## config.mk

```make
export PLATFORM = sky130hd
export DESIGN_NAME = system_top
export DESIGN_NICKNAME = d
export VERILOG_FILES = /design/src/rtl/system_top.sv
export SDC_FILE = /design/constraint.sdc
export NUM_CORES = 1
export LEC_CHECK = 0
export CORE_UTILIZATION = 56
export CTS_CLUSTER_DIAMETER = 120
export DETAILED_ROUTE_END_ITERATION = 8
export GPL_ROUTABILITY_DRIVEN = 0
export HOLD_SLACK_MARGIN = 0.12
export PLACE_DENSITY = 0.77
export SYNTH_ARGS = -nofsm -noshare
export SYNTH_HDL_FRONTEND = slang
export SYNTH_SLANG_ARGS = --single-unit
```

## constraint.sdc

```tcl
create_clock -name sim_clock -period 0.85 [get_ports sim_clock]
set_input_delay 0.1275 -clock sim_clock [delete_from_list [all_inputs] [get_ports sim_clock]]
set_output_delay 0.1275 -clock sim_clock [all_outputs]
set_load 0.01 [all_outputs]
```

## src/rtl/system_top.sv

```systemverilog
module system_top #(
    parameter string          ROM_FILE        = "",
    parameter logic [255:0]   ROM_IMAGE       = {{27{8'hA0}}, 8'h62, 8'h20, 8'h43, 8'h20, 8'h00},
    parameter int unsigned    RST_SYNC_STAGES = 2
) (
    input  logic sim_clock,
    input  logic power_on_reset_n,
    output logic HRESETn_top,
    output logic SYSRESETREQ_top_out,
    output logic LOCKUP_top_out,
    output logic TXEV_top_out
);

    localparam logic [2:0] OP_NOP    = 3'b000;
    localparam logic [2:0] OP_SEV    = 3'b001;
    localparam logic [2:0] OP_WAIT   = 3'b010;
    localparam logic [2:0] OP_JMP    = 3'b011;
    localparam logic [2:0] OP_RSTREQ = 3'b100;

    logic [RST_SYNC_STAGES-1:0] r_rst_sync;
    logic                       w_hresetn;
    logic [4:0]                 r_pc;
    logic [4:0]                 r_cnt;
    logic                       r_waiting;
    logic                       r_sysreq;
    logic                       r_lockup;
    logic                       r_txev;
    logic                       w_halted;
    logic [7:0]                 w_instr;
    logic [2:0]                 w_op;
    logic [4:0]                 w_arg;

    always_ff @(posedge sim_clock or negedge power_on_reset_n) begin
        if (!power_on_reset_n)
            r_rst_sync <= '0;
        else
            r_rst_sync <= {r_rst_sync[RST_SYNC_STAGES-2:0], ~r_sysreq};
    end

    assign w_hresetn = r_rst_sync[RST_SYNC_STAGES-1];

    assign w_instr  = ROM_IMAGE[{r_pc, 3'b000} +: 8];
    assign w_op     = w_instr[7:5];
    assign w_arg    = w_instr[4:0];
    assign w_halted = r_sysreq | r_lockup;

    always_ff @(posedge sim_clock or negedge w_hresetn) begin
        if (!w_hresetn) begin
            r_pc      <= '0;
            r_cnt     <= '0;
            r_waiting <= 1'b0;
            r_sysreq  <= 1'b0;
            r_lockup  <= 1'b0;
            r_txev    <= 1'b0;
        end else begin
            r_txev <= 1'b0;
            if (!w_halted) begin
                case (w_op)
                    OP_NOP: r_pc <= r_pc + 5'd1;
                    OP_SEV: begin
                        r_txev <= 1'b1;
                        r_pc   <= r_pc + 5'd1;
                    end
                    OP_WAIT: begin
                        if (!r_waiting) begin
                            if (w_arg == 5'd0) begin
                                r_pc <= r_pc + 5'd1;
                            end else begin
                                r_cnt     <= w_arg;
                                r_waiting <= 1'b1;
                            end
                        end else if (r_cnt == 5'd1) begin
                            r_cnt     <= '0;
                            r_waiting <= 1'b0;
                            r_pc      <= r_pc + 5'd1;
                        end else begin
                            r_cnt <= r_cnt - 5'd1;
                        end
                    end
                    OP_JMP:    r_pc     <= w_arg;
                    OP_RSTREQ: r_sysreq <= 1'b1;
                    default:   r_lockup <= 1'b1;
                endcase
            end
        end
    end

    assign HRESETn_top         = w_hresetn;
    assign SYSRESETREQ_top_out = r_sysreq;
    assign LOCKUP_top_out      = r_lockup;
    assign TXEV_top_out        = r_txev;

endmodule

```

# ---- Word level (Yosys, flattened, before mapping)
# Index checks and enable logic that the tools add are counted.
dict set report word_totals {
  input_bits 2
  register_bits 16
  output_inout_bits 4
  wordCells 44
}
dict set report classes {
  bitwise_logic 4
  mux 12
  n_shift 1
  eq_ne 8
  reduce_logical 10
  n_addsub 2
}
# op n
set ops {}
lappend ops {{256-bit by 9-bit variable part select with 8-bit output, first input constant} 1}
lappend ops {{5-bit two-way mux} 6}
lappend ops {{5-bit one-hot mux with 3 select lines} 1}
lappend ops {{3-bit by 2-bit equality test with 1-bit output, second input constant} 2}
lappend ops {{3-bit != test, second input constant} 2}
lappend ops {{2-bit AND reduction} 3}
lappend ops {{5-bit by 1-bit adder with 5-bit output, second input constant} 1}
lappend ops {{5-bit by 1-bit equality test with 1-bit output, second input constant} 1}
lappend ops {{5-bit zero test} 1}
lappend ops {{1-bit two-way mux} 5}
lappend ops {{5-bit OR reduction} 1}
lappend ops {{5-bit by 1-bit subtractor with 5-bit output, second input constant} 1}
lappend ops {{4-bit AND reduction} 1}
lappend ops {{3-bit by 1-bit equality test with 1-bit output, second input constant} 1}
lappend ops {{3-bit equality test, second input constant} 1}
lappend ops {{3-bit zero test} 1}
lappend ops {{1-bit NOT} 3}
lappend ops {{3-bit AND reduction} 1}
lappend ops {{3-bit nonzero test} 1}
lappend ops {{2-bit != test, second input constant} 1}
lappend ops {{2-bit OR reduction} 1}
lappend ops {{1-bit bitwise OR} 1}

# ---- Logic depth before layout (Yosys ltp)
dict set report depth {
  depth_word 5
  ltp_mapped 8
  depth_no_buf 6
}

# ---- Worst setup path before layout
# No wires, ideal clock.
dict set report synth_path {
  path_type {flip-flop to flip-flop}
  start {register r_pc[0]}
  end {register r_cnt[4]}
  t_arrival_ps 2202
  period_less_slack_ps 2271
  n_path_buf 2
  path_slack_ps -1421
  setup_time_ps 69
  t_required_ps 781
  path_stages_with_launch 9
  cell_sequence {dfrtp_1 -> clkbuf_1 -> inv_1 -> ha_1 -> or4b_4 -> buf_6 -> nand3b_4 -> or4_1 -> nand3_1}
}
dict set report synth_between {
  elab_chain_cells 4
  word_cells_on_any_way 7
  cone_classes {eq/ne: 2; shift: 1; mux: 2; reduce/logical: 2}
}
# item line
set synth_lines {}
lappend synth_lines {{start, declared} 22} ;# logic [4:0] r_pc;
lappend synth_lines {{start signal, assigned} 59} ;# OP_NOP: r_pc <= r_pc + 5'd1;
lappend synth_lines {{start signal, assigned} 62} ;# r_pc <= r_pc + 5'd1;
lappend synth_lines {{start signal, assigned} 67} ;# r_pc <= r_pc + 5'd1;
lappend synth_lines {{256-bit by 9-bit variable part select with 8-bit output (*)} 42} ;# assign w_instr = ROM_IMAGE[{r_pc, 3'b000} +: 8];
lappend synth_lines {{5-bit zero test} 66} ;# if (w_arg == 5'd0) begin
lappend synth_lines {{2-bit != test (no source line)} --}
lappend synth_lines {{3-bit AND reduction (no source line)} --}
lappend synth_lines {{end signal, assigned} 69} ;# r_cnt <= w_arg;
lappend synth_lines {{end signal, assigned} 77} ;# r_cnt <= r_cnt - 5'd1;
lappend synth_lines {{end, declared} 23} ;# logic [4:0] r_cnt;
# Mark *: on every way between the ends. The rest lies on a longest branch, timed or not. The select of a mux whose other input is x is not followed.
# A chain may end at the register's enable or synchronous reset.

# ---- Worst setup path in the final report
dict set report layout_path {
  start {register r_pc[0]}
  end {register r_pc[1]}
}
dict set report layout_between {
  elab_chain_cells 5
  word_cells_on_any_way 16
  cone_classes {add/sub: 1; eq/ne: 5; shift: 1; mux: 4; reduce/logical: 5}
}
# item line
set layout_lines {}
lappend layout_lines {{256-bit by 9-bit variable part select with 8-bit output} 42}
lappend layout_lines {{3-bit by 1-bit equality test with 1-bit output / 3-bit zero test (equally long branches)} 58} ;# case (w_op)
lappend layout_lines {{2-bit OR reduction (no source line)} --}
lappend layout_lines {{3-bit nonzero test (no source line)} --}
lappend layout_lines {{4-bit AND reduction (no source line)} --}
# Parallel ways exist; a longest one is shown, timed or not. The select of a mux whose other input is x is not followed.

==> reports/qor.csv <==
stage,metric,value,unit
outcome,status,"finished, violations left",
outcome,violations,negative setup slack,
critical_path,r2r_start,r_pc[0],
critical_path,reg2regPathDepth,7,
pwr,power_density,856,nW/um^2
placed_design,dp_slack,-1050,ps
global_route,grt_max_degree,15,
clock_tree,cts_sinks,16,
global_route,grt_pass1_vias,1009,
cells_and_area,final_cell_count_no_fill,148,
detailed_routing,postRouteAntennaNets,0,
critical_path,path_delay_family,compound AO/OA/AOI/OAI gates,
global_route,track_usage,40.1,%
floorplan,initial_utilization,59.6,%
critical_path,crit_cells,7,
synth,synth_area,898,sq um
critical_path,endpoint_kind,register,
placed_design,place_inst,130,
detailed_routing,vias,1042,
critical_path,crit_chain,inv_8 > ha_4 > or4b_4 > buf_4 > a211oi_4 > o21ai_1 > o41a_1,
critical_path,start_kind,register,
cells_and_area,seqCellArea,402,sq um
sta,fmax,473,MHz
sta,hold_viol,0,
clock_tree,clk_pin_slew,100,ps
sta,setup_slack,-1260,ps
detailed_routing,dr.first_iter.drc_count,88,
synth,syn_inst,85,
synth,syn_avg_cell_area,10.6,sq um
placed_design,port_buffers,5,
cells_and_area,syn2layout_area_growth,58.2,%
critical_path,critical_path.slowest_cell,or4b_4,
synth,synthFlopType,dfrtp_1,
floorplan,core_area,1510,sq um
cells_and_area,final_cell_mix,"38 x buf_4, 15 x dfrtp_1, 8 x buf_6",
flow_run,drv_cap,0,
clock_tree,clock_path_buffers,2,
clock_tree,tritoncts,yes,
detailed_routing,post_drt_wl_per_cell,27.2,microns
cells_and_area,antenna_cells,0,
floorplan,fp.dieH,42.1,microns
sta,post-route-period-util,249,%
critical_path,arrival,2310,ps
critical_path,cp.required,1050,ps
detailed_routing,routed_wl,4020,microns
pwr,leakage,0.689,nW
clock_tree,htreeDepth,1,
global_route,gr-total-overflow,0,
critical_path,rrSetupSlack,-1260,ps
sta,timing.hold.ws,354,ps
sta,worst_pin_slew,484,ps
detailed_routing,via_per_inst,7.04,
synth,seq_area_frac_synth,44.6,%
clock_tree,cts_root_buf,clkbuf_4,
synth,yosys.cell_types.count,33,
critical_path,path_class,reg -> reg,
min_path,hold_path.class,reg -> async,
sta,slew_headroom,67.3,%
critical_path,startpoint,r_pc[0],
cells_and_area,finalCoreUtilization,94.4,%
floorplan,die_area,1770,sq um
critical_path,critPathBufInv,2,
cells_and_area,multi_input_area,543,sq um
critical_path,cp_max_fo,5,
synth,async_flop_share,100,%
detailed_routing,drc,0,
placed_design,post-dp-hpwl,1620,microns
clock_tree,insertion_delay,310,ps
synth,synth_edf_count,0,
global_route,antenna_found_initial,0,
critical_path,r2r_end,r_pc[1],
floorplan,boundaryPins,6,
detailed_routing,drtPass1Iterations,4,
sta,rsz0062_at_grt,yes,
cells_and_area,nFillCells,42,
cells_and_area,layout-drive-gt1-share,56.1,%
synth,ys_ff_latch,16,
sta,fin_crit,2110,ps
sta,final-setup-viol-count,16,
global_route,grt_pass1_wl,5000,microns
critical_path,endpoint,r_pc[1],
critical_path,slowest_delay,530,ps
sta,slew_violations,0,
synth,yosysWarnings,0,
floorplan,rows,14,
pwr,worst_ir_drop_vdd,1.33,mV
clock_tree,cts_buffers,3,
sta,fin_worst_skew,4.93,ps
synth,syn_nets,93,
cells_and_area,nets,142,
cells_and_area,mostFrequentLayoutCell,buf_4,
floorplan,die_w,42.1,microns
-- power breakdown --
group	internal, W	switching [W]	total [W]	leakage (nW)
clock	0.000166	0.000279	0.000445	0.0138
combinational	0.00000707	0.00000291	0.00000998	0.471
sequential	0.000761	0	0.000761	0.204
-- final cells by class --
type                    instances  share of cell area [%]
well taps                      16                    1.41
inverters                       5                    2.02
multi-input cells              58                    38.2
clock buffers                   3                    1.58
repair buffers                 50                    28.5
flip-flops and latches         16                    28.3
-- synthesized netlist by cell type, types with 2 or more instances --
library cell  instances  share of area (%)
dfrtp_1              16                 45
ha_1                  6                8.4
nand3_1               6                3.3
nor2_1                6                2.5
a21oi_1               5                2.8
inv_1                 5                2.1
nand2_1               5                2.1
clkbuf_1              4                1.7
o21ai_0               3                1.7
a311oi_1              2                2.0
a31oi_1               2                1.4
buf_6                 2                2.5
o22a_1                2                2.0
or4_1                 2                1.7
-- per-stage QoR --
step,TNS [ps],instance area (sq um),total power (W)
2_1_floorplan,-11020,933,0.000776
3_3_place_gp,-11110,1180,0.000782
3_5_place_dp,-11880,1180,0.000782
4_1_cts,-11360,1340,0.00117
5_1_grt,-13930,1420,0.00123
6_report,-13750,1420,0.00122
-- state kept, by name, indices dropped and copies added (netlist names) --
signal	cells
r_rst_sync	2
r_pc	5
LOCKUP_top_out	1
TXEV_top_out	1
SYSRESETREQ_top_out	1
r_waiting	1
r_cnt	5
-- worst register-to-register path: cells and delay by family, from the launching register on --
kind / cells / cell delay [ps]
AO/OA/AOI/OAI: 3 / 600
AND/OR/NAND/NOR: 1 / 530
flip-flops: 1 / 480
buffers and inverters: 2 / 270
adder cells (fa/ha/maj): 1 / 130
-- worst min-delay path by stage --
stage / depth (start not counted) / slack, ps / endpoint
floorplan: 0 / -170 / r_rst_sync[0]
global placement: 1 / 220 / r_waiting
detailed placement: 1 / 230 / r_cnt[0]
CTS: 1 / 240 / r_pc[1]
global route: 2 / 380 / r_cnt[0]
finish: 2 / 350 / r_cnt[0]
-- cells by family after synthesis --
group           after synthesis  share of synthesized area, %
compound gates               20                          16.4
fa+ha+maj                     6                          8.36
buf+inv                      11                          6.27
flops                        16                          44.6
simple gates                 32                          24.4
-- layer usage --
metal | global-route usage, % | vias up | part of all wire (%)
met5 | 0 | - | 0
met4 | 25.6 | 0 | 10
met3 | 12.1 | 45 | 12
met2 | 63.4 | 114 | 44
met1 | 47.6 | 480 | 34
li1 | - | 403 | -
-- repair_timing --
action / CTS / global route
setup buffers: 8 / 9
gates resized for setup: 39 / 8
hold buffers: 1 / 0
pin swaps: 10 / 5
setup endpoints to repair: 16 / 16
gates cloned: 0 / 0
endpoints found under the hold margin: 2 / 0
No activity file was read; power rests on OpenSTA's default activity.
